$ cat src/rtl/uart_rx.sv
// UART receiver: synchronized line, start-bit validation, LSB-first 8-bit frames, 1/2 stop bits.
// Define UART_RX_MAJORITY_EN to decide every sample by 2-of-3 majority over the last three rxs values.
module uart_rx #(
   parameter int unsigned SYNC_STAGES = 2
) (
   input  logic        clk,
   input  logic        rst,
   input  logic [15:0] cfg_div,
   input  logic        cfg_rxen,
   input  logic        cfg_nstop,
   input  logic        uart_rxd,
   output logic        rx_valid,
   output logic [7:0]  rx_data,
   input  logic        rx_ready,
   output logic        rx_frame_err,
   output logic        rx_overrun
);

   localparam int unsigned LP_STAGES = (SYNC_STAGES < 2) ? 2 : SYNC_STAGES;

   typedef enum logic [1:0] {
      ST_IDLE,
      ST_START,
      ST_DATA,
      ST_STOP
   } state_t;

   state_t               r_state;
   state_t               w_state_nxt;

   logic [LP_STAGES-1:0] r_sync;
   logic                 r_rxs_d1;
   logic                 w_rxs;
   logic                 w_fall;
   logic                 w_bit;

   logic [15:0]          r_timer;
   logic [15:0]          r_div;
   logic [2:0]           r_bitcnt;
   logic                 r_nstop;
   logic                 r_stopcnt;
   logic                 r_ferr;
   logic [7:0]           r_shift;

   logic [15:0]          w_div_eff;
   logic [15:0]          w_div_m1;
   logic [15:0]          w_half;
   logic                 w_bit_tick;
   logic                 w_start_ok;
   logic                 w_data_smp;
   logic                 w_stop_smp;
   logic                 w_fin;
   logic                 w_ferr_final;

   assign w_rxs  = r_sync[LP_STAGES-1];
   assign w_fall = r_rxs_d1 & ~w_rxs;

`ifdef UART_RX_MAJORITY_EN
   logic r_rxs_d2;

   always_ff @(posedge clk) begin
      if (rst) begin
         r_rxs_d2 <= 1'b1;
      end else begin
         r_rxs_d2 <= r_rxs_d1;
      end
   end

   assign w_bit = (w_rxs & r_rxs_d1) | (w_rxs & r_rxs_d2) | (r_rxs_d1 & r_rxs_d2);
`else
   assign w_bit = w_rxs;
`endif

   assign w_div_eff    = (cfg_div < 16'd4) ? 16'd4 : cfg_div;
   assign w_div_m1     = r_div - 16'd1;
   assign w_half       = {1'b0, r_div[15:1]};
   assign w_bit_tick   = (r_timer == w_div_m1);
   assign w_ferr_final = r_ferr | ~w_bit;

   // Next-state and sample strobes; every abort path goes through the cfg_rxen check first.
   always_comb begin
      w_state_nxt = r_state;
      w_start_ok  = 1'b0;
      w_data_smp  = 1'b0;
      w_stop_smp  = 1'b0;
      w_fin       = 1'b0;
      unique case (r_state)
         ST_IDLE: begin
            if (cfg_rxen && w_fall) begin
               w_state_nxt = ST_START;
            end
         end
         ST_START: begin
            if (!cfg_rxen) begin
               w_state_nxt = ST_IDLE;
            end else if (r_timer == w_half) begin
               if (w_bit) begin
                  w_state_nxt = ST_IDLE;
               end else begin
                  w_state_nxt = ST_DATA;
                  w_start_ok  = 1'b1;
               end
            end
         end
         ST_DATA: begin
            if (!cfg_rxen) begin
               w_state_nxt = ST_IDLE;
            end else if (w_bit_tick) begin
               w_data_smp = 1'b1;
               if (r_bitcnt == 3'd7) begin
                  w_state_nxt = ST_STOP;
               end
            end
         end
         ST_STOP: begin
            if (!cfg_rxen) begin
               w_state_nxt = ST_IDLE;
            end else if (w_bit_tick) begin
               w_stop_smp = 1'b1;
               if (r_stopcnt == r_nstop) begin
                  w_fin       = 1'b1;
                  w_state_nxt = ST_IDLE;
               end
            end
         end
         default: begin
            w_state_nxt = ST_IDLE;
         end
      endcase
   end

   always_ff @(posedge clk) begin
      if (rst) begin
         r_state <= ST_IDLE;
      end else begin
         r_state <= w_state_nxt;
      end
   end

   always_ff @(posedge clk) begin
      if (rst) begin
         r_sync   <= '1;
         r_rxs_d1 <= 1'b1;
      end else begin
         r_sync   <= {r_sync[LP_STAGES-2:0], uart_rxd};
         r_rxs_d1 <= w_rxs;
      end
   end

   always_ff @(posedge clk) begin
      if (rst) begin
         r_timer   <= '0;
         r_div     <= 16'd4;
         r_bitcnt  <= '0;
         r_nstop   <= 1'b0;
         r_stopcnt <= 1'b0;
         r_ferr    <= 1'b0;
         r_shift   <= '0;
      end else begin
         unique case (r_state)
            ST_IDLE: begin
               if (w_state_nxt == ST_START) begin
                  r_timer   <= '0;
                  r_div     <= w_div_eff;
                  r_nstop   <= cfg_nstop;
                  r_bitcnt  <= '0;
                  r_stopcnt <= 1'b0;
                  r_ferr    <= 1'b0;
               end
            end
            ST_START: begin
               if (w_start_ok) begin
                  r_timer  <= '0;
                  r_bitcnt <= '0;
               end else begin
                  r_timer <= r_timer + 16'd1;
               end
            end
            ST_DATA, ST_STOP: begin
               r_timer <= w_bit_tick ? 16'd0 : (r_timer + 16'd1);
               if (w_data_smp) begin
                  r_shift  <= {w_bit, r_shift[7:1]};
                  r_bitcnt <= r_bitcnt + 3'd1;
               end
               if (w_stop_smp) begin
                  r_stopcnt <= 1'b1;
                  if (!w_bit) begin
                     r_ferr <= 1'b1;
                  end
               end
            end
            default: begin
               r_timer <= '0;
            end
         endcase
      end
   end

   // Output holding register: a delivery that lands while a byte is still pending is
   // either a replace (consumer accepting this cycle) or an overrun drop.
   always_ff @(posedge clk) begin
      if (rst) begin
         rx_valid     <= 1'b0;
         rx_data      <= '0;
         rx_frame_err <= 1'b0;
         rx_overrun   <= 1'b0;
      end else begin
         rx_frame_err <= 1'b0;
         rx_overrun   <= 1'b0;
         if (rx_valid && rx_ready) begin
            rx_valid <= 1'b0;
         end
         if (w_fin) begin
            if (w_ferr_final) begin
               rx_frame_err <= 1'b1;
            end else if (rx_valid && !rx_ready) begin
               rx_overrun <= 1'b1;
            end else begin
               rx_valid <= 1'b1;
               rx_data  <= r_shift;
            end
         end
      end
   end

endmodule

$ cat config.mk
export PLATFORM = sky130hd
export DESIGN_NAME = uart_rx
export DESIGN_NICKNAME = d
export VERILOG_FILES = /design/src/rtl/uart_rx.sv
export SDC_FILE = /design/constraint.sdc
export NUM_CORES = 1
export LEC_CHECK = 0
export CORE_MARGIN = 3
export CORE_UTILIZATION = 65
export DETAILED_ROUTE_END_ITERATION = 8
export DONT_BUFFER_PORTS = 1
export GPL_TIMING_DRIVEN = 0
export PLACE_DENSITY_LB_ADDON = 0.3
export SYNTH_ARGS = -nofsm -noshare
export SYNTH_HDL_FRONTEND = slang
export SYNTH_SLANG_ARGS = --single-unit
$ cat constraint.sdc
create_clock -name clk -period 5.65 [get_ports clk]
set_input_delay 1.13 -clock clk [delete_from_list [all_inputs] [get_ports clk]]
set_output_delay 1.13 -clock clk [all_outputs]
set_load 0.01 [all_outputs]
==> results of run 1 <==
[power groups by stage]
| stage | logic (uW) | clock network (uW) | registers [uW] |
|---|---|---|---|
| after floorplan | 58.7 | 0 | 459 |
| after global placement | 70.3 | 0 | 460 |
| after detailed placement | 73.4 | 0 | 461 |
| after CTS | 73.8 | 396 | 451 |
| after global routing | 82.9 | 413 | 451 |
| final | 75.3 | 392 | 451 |
[per-layer routing]
metal  share of wire  routed length, um
met1            0.43               3280
met2            0.49               3740
met3           0.048                370
met4           0.032                246
met5               0                  0
[path summary, 6_finish.rpt]
check                                      startpoint                      end
worst max-delay path            r_div[1]$_SDFFE_PP0P_  rx_data[7]$_SDFFE_PP0P_
worst min-delay path             r_sync[0]$_SDFF_PP1_     r_sync[1]$_SDFF_PP1_
worst max register to register  r_div[1]$_SDFFE_PP0P_  rx_data[7]$_SDFFE_PP0P_
worst min register to register   r_sync[0]$_SDFF_PP1_     r_sync[1]$_SDFF_PP1_
[layout make-up]
type,count,area (um2)
buffer,25,106
clock buffer,10,138
clock inverter,5,58.8
fill,379,1240
inverter,10,37.5
multi-input combinational,292,1910
sequential,62,1240
tap,67,83.8
[worst max-delay path: stages (launching register included)]
cell and delay, ns:
dfxtp_1 0.38, inv_1 0.09, ha_1 0.15, clkbuf_1 0.27
or4b_1 0.53, nor2_1 0.14, mux2i_1 0.09, a211oi_1 0.47
nand4b_2 0.29, or4_1 0.59, buf_2 0.23, mux2i_1 0.20
nor2_1 0.06
[through the flow]
| step | cells | setup WS [ns] |
|---|---|---|
| finish | 471 | 2.03 |
| detailed placement | 456 | 2.12 |
| global route | 471 | 1.72 |
| global placement | 456 | 2.30 |
| floorplan | 389 | 2.66 |
| CTS | 471 | 2.09 |
[kinds of logic after synthesis]
family / count (synthesis)
xor+xnor: 36
simple gates: 154
compound gates: 79
flops: 62
fa+ha+maj: 4
mux: 19
buf+inv: 35
[synth_stat cells, types with 2 or more instances]
cell / instances / area (um2)
a21o_1: 10 / 75.1
a21oi_1: 21 / 105
a22o_1: 11 / 96.3
a311oi_1: 2 / 17.5
a41oi_1: 3 / 26.3
and3_1: 6 / 37.5
buf_1: 2 / 7.51
clkbuf_1: 20 / 75.1
dfxtp_1: 62 / 1240
ha_1: 4 / 50.1
inv_1: 10 / 37.5
mux2i_1: 18 / 180
nand2_1: 35 / 131
nand2b_1: 6 / 37.5
nand3_1: 11 / 55.1
nand3b_1: 4 / 30.0
nand4_1: 4 / 25.0
nor2_1: 33 / 124
nor2b_1: 2 / 12.5
nor3_1: 13 / 65.1
nor3b_1: 10 / 75.1
nor4_1: 10 / 62.6
o21ai_0: 18 / 90.1
o32ai_1: 2 / 17.5
or2_2: 4 / 25.0
or3_1: 8 / 50.1
or4_1: 3 / 22.5
or4_4: 2 / 22.5
xnor2_1: 9 / 78.8
xor2_1: 27 / 236
[sequential cells by signal, indices dropped and copies added, names as in the netlist]
name          count
rx_overrun        1
r_ferr            1
r_timer          16
r_shift           8
r_sync            2
r_state           2
r_nstop           1
r_bitcnt          3
rx_data           8
rx_valid          1
rx_frame_err      1
r_rxs_d1          1
r_stopcnt         1
r_div            16
==> impl_metrics.ini, run 1 <==
[pwr]
p_seq_frac = 0.491
vdd_drop_max_v = 0.000184
power_uw = 918
pwr-share-clk = 0.427
p_per_area_nw_per_um2 = 257
comb_power_share = 0.082
p_sw_uw = 232
p_sw_frac = 0.253
p_int_uw = 686
p_leak_uw = 0.00148

[global_route]
grt_pass1_wl_um = 13100
use_met2 = 0.470
grt_use_met1 = 0.311
grt_pass1_vias = 2869
globalRouteMet3Util = 0.0575
track_usage = 0.272
top_usage_layer = met2
grt-ovfl-total = 0
antenna_found_initial = 0
grt_max_degree = 12

[clock_network]
cts_buffers = 9
cts_max_path_buffers = 2
cts_setup_buffers = 0
cts_root_buf = clkbuf_8
cts_tree = built
cts_hold_buf = 0
clk-insertion-delay-late_ns = 0.35
cts_resized = 0
htree_levels = 3
cts.sinks = 62
clkTransAtPathRegs_ns = 0.07

[min_path]
hold_depth = 1
hold_path.class = flip-flop to flip-flop

[timing]
setup_viol = 0
hold_viol = 0
hold-worst-slack_ns = 0.412
fin_worst_skew_ns = 0.0104
slew_headroom = 0.478
final.period_utilization = 0.641
tns_ns = 0
finalMaxSlewViolations = 0
tightest_slew_ns = 0.777
rsz0062_at_grt = false
fmax_ghz = 0.276
fin_crit_ns = 3.62

[yosys]
synth_cells = 389
synthSimpleGateAreaFrac = 0.250
synth_edf_count = 0
seq_area_frac_synth = 0.377
ys_types = 49
yosys_warnings = 0
yosys.area_share.xor_xnor = 0.0957
syn-num-nets = 415
synth_top_family_by_area = simple AND/OR/NAND/NOR gates
muxShareOfSynthArea = 0.0581
synth_area_um2 = 3290
async_flop_share = 0
yosys.area_share.adder = 0.0152
synth_compound_area_frac = 0.161
synth_flop_cell = dfxtp_1
avgSynthCellArea_um2 = 8.47
synth-seq-cells = 62

[setup_path]
start_kind = flip-flop
crit_type = flip-flop to flip-flop
path_max_fanout = 8
crit_arrival_ns = 3.84
cp-end-kind = flip-flop
rrSetupSlack_ns = 2.03
crit_required_ns = 5.87
worstRegToRegCells = 12

[finish]
finalNetCount = 426
mostFrequentLayoutCell = dfxtp_1
mostFrequentLayoutCells = 62 x dfxtp_1, 35 x nand2_1, 33 x nor2_1
diodes = 0
area.growth.synth_to_final_pct = 8.51
fin_util = 0.742
stdcell_area_um2 = 3570
drive_above_1_share = 0.0718

[detailed_routing]
wire_per_inst_um = 16.2
drc_errors = 0
vias = 2900
via_per_inst = 6.16
dr.pass1.iters = 4
ant_nets = 0
drt_first_iter_violations = 166
finalWirelength_um = 7640

[floorplan]
design.die.area_um2 = 5960
ios = 33
start_util = 0.684
design.core.area_um2 = 4820
floorplan.die.width_um = 77.2
dieHeight_um = 77.2
num_rows = 25

[place]
dp_hpwl_um = 5540
place_congestion = 0.852
port-buffer-count = 0
place_area_um2 = 3380

[job]
maxCapViolations = 0

[status]
status = finished clean
(Power assumes the default switching activity.)
==> inputs of run 2 (changes only) <==
--- a/config.mk
+++ b/config.mk
@@ -6,7 +6,7 @@
 export NUM_CORES = 1
 export LEC_CHECK = 0
 export CORE_MARGIN = 3
-export CORE_UTILIZATION = 65
+export CORE_UTILIZATION = 57
 export DETAILED_ROUTE_END_ITERATION = 8
 export DONT_BUFFER_PORTS = 1
 export GPL_TIMING_DRIVEN = 0
==> constraint.sdc (replaced) <==
create_clock -name clk -period 3.3 [get_ports clk]
set_input_delay 0.66 -clock clk [delete_from_list [all_inputs] [get_ports clk]]
set_output_delay 0.66 -clock clk [all_outputs]
set_load 0.01 [all_outputs]
==> run 2 against run 1 <==
  * Non-clock buffer count fell by 4
  * Total power up 82%
  * Sequential share of layout area fell by 0.82 points
  * Sequential cell count unchanged
  * First-iteration DRC count fell by 31%
  * Cell count up 0.42%
  * Worst setup slack got worse by 1.9 ns
  * Critical path depth down 3
  * Via count shrank 0.69%
  * Critical endpoint is now rx_data[2]$_SDFFE_PP0P_
==> impl_metrics.ini, run 2 (synthesis results as in run 1) <==
[setup_path]
cp-end-kind = flip-flop
rrSetupSlack_ns = 0.15
critPathSlowestCell = or4_1
cp_top_family = simple AND/OR/NAND/NOR gates
r2r_start = r_div[6]$_SDFFE_PP0P_
worstPathCellList = buf_4 -> or4_4 -> or4_4 -> o31ai_4 -> nand4b_4 -> or4_1 -> clkbuf_4 -> mux2i_1 -> nor2_1
regToRegEndpoint = rx_data[2]$_SDFFE_PP0P_
crit_buf_inv = 2
max_stage_delay_ns = 0.59
path_max_fanout = 9
crit_top_cell = or4_4
worstRegToRegCells = 9
crit_required_ns = 3.52
crit_arrival_ns = 3.37
start_kind = flip-flop
crit_type = flip-flop to flip-flop

[place]
port-buffer-count = 0
post-place-cells = 461
place_congestion = 0.882
dp_hpwl_um = 5410

[finish]
mostFrequentLayoutCell = dfxtp_1
fin_util = 0.661
multi_input_area_um2 = 1960
finalNetCount = 422
top_regs = r_div (16), r_timer (16)
stdcell_count = 473
mostFrequentLayoutCells = 62 x dfxtp_1, 35 x nand2_1, 33 x nor2_1
drive_above_1_share = 0.102
diodes = 0
seqCellArea_um2 = 1240
area.growth.synth_to_final_pct = 11.1
fillers = 457

[global_route]
grt_max_degree = 14
grt_pass1_wl_um = 12900
grt-ovfl-total = 0
antenna_found_initial = 0
grt_pass1_vias = 2770
track_usage = 0.252

[timing]
fin_crit_ns = 3.15
tightest_slew_ns = 0.768
fmax_ghz = 0.317
finalMaxSlewViolations = 0
slew_headroom = 0.484
hold_viol = 0
rsz0062_at_grt = false
final.period_utilization = 0.955
setup_viol = 0
fin_worst_skew_ns = 0.00476

[detailed_routing]
via_per_inst = 6.09
wire_per_inst_um = 16.2
finalWirelength_um = 7680
dr.pass1.iters = 5
vias = 2880
drc_errors = 0
drt_first_iter_violations = 114
ant_nets = 0

[clock_network]
cts_buffers = 9
htree_levels = 3
cts.sinks = 62
cts_root_buf = clkbuf_8
clkTransAtPathRegs_ns = 0.08
clk-insertion-delay-late_ns = 0.34
cts_tree = built
cts_hold_buf = 0
cts_max_path_buffers = 2

[min_path]
hold_depth = 1
hold_path.class = flip-flop to flip-flop
worstHoldEndpoint = r_sync[1]$_SDFF_PP1_
hold_start = r_sync[0]$_SDFF_PP1_

[status]
status = finished clean

[job]
maxCapViolations = 0

[floorplan]
start_util = 0.594
design.die.area_um2 = 6730
dieHeight_um = 82.0
floorplan.die.width_um = 82.0
num_rows = 27
ios = 33
design.core.area_um2 = 5540

[pwr]
p_leak_uw = 0.00152
p_per_area_nw_per_um2 = 456
vdd_drop_max_v = 0.000470
power_uw = 1670
run 2: per-stage QoR:
stage	hold WS [ns]	TNS, ns	area (um2)	worst slack, ns
after floorplan	0.389	0	3290	0.312
after global placement	0.394	-1.91	3380	-0.0945
after detailed placement	0.398	-3.74	3380	-0.180
after CTS	0.409	0	3650	0.0312
after global routing	0.398	0	3660	0.00733
final	0.415	0	3660	0.147
run 2: cell type report:
class	instances	share of cell area
flip-flops and latches	62	0.339
clock buffers	9	0.0338
multi-input cells	292	0.536
repair buffers	1	0.00205
inverters	10	0.0103
well taps	72	0.0246
clock inverters	7	0.0284
plain buffers	20	0.0253
run 2: power by group:
group          internal [uW]  leakage, uW  total [uW]  switching (uW)
registers                760     0.000501         774            13.2
logic                   52.0     0.000900         134            81.8
clock network            435     0.000115         762             326
total                   1250      0.00152        1670             421
run 2: worst max path at each step:
stage / startpoint / to / depth (start not counted)
floorplan: r_div[6]$_SDFFE_PP0P_ / rx_data[0]$_SDFFE_PP0P_ / 9
global placement: r_div[0]$_SDFFE_PP0P_ / r_shift[4]$_SDFFE_PP0P_ / 11
detailed placement: r_div[1]$_SDFFE_PP0P_ / rx_data[5]$_SDFFE_PP0P_ / 12
CTS: r_div[2]$_SDFFE_PP1P_ / rx_data[5]$_SDFFE_PP0P_ / 9
global route: r_div[1]$_SDFFE_PP0P_ / rx_data[4]$_SDFFE_PP0P_ / 12
finish: r_div[6]$_SDFFE_PP0P_ / rx_data[2]$_SDFFE_PP0P_ / 9
run 2: repair_timing:
item | in CTS | in global routing
gates cloned | 0 | 0
resized for setup | 6 | 9
endpoints found under the hold margin | 0 | 0
buffers inserted | 0 | 1
endpoints found under the setup margin | 29 | 28
pin swaps | 0 | 2
run 2: metal layers:
layer  wire (um)  GRT usage
met5           0          0
met4         114     0.0748
met3         446     0.0888
met2        3760      0.429
met1        3360      0.296
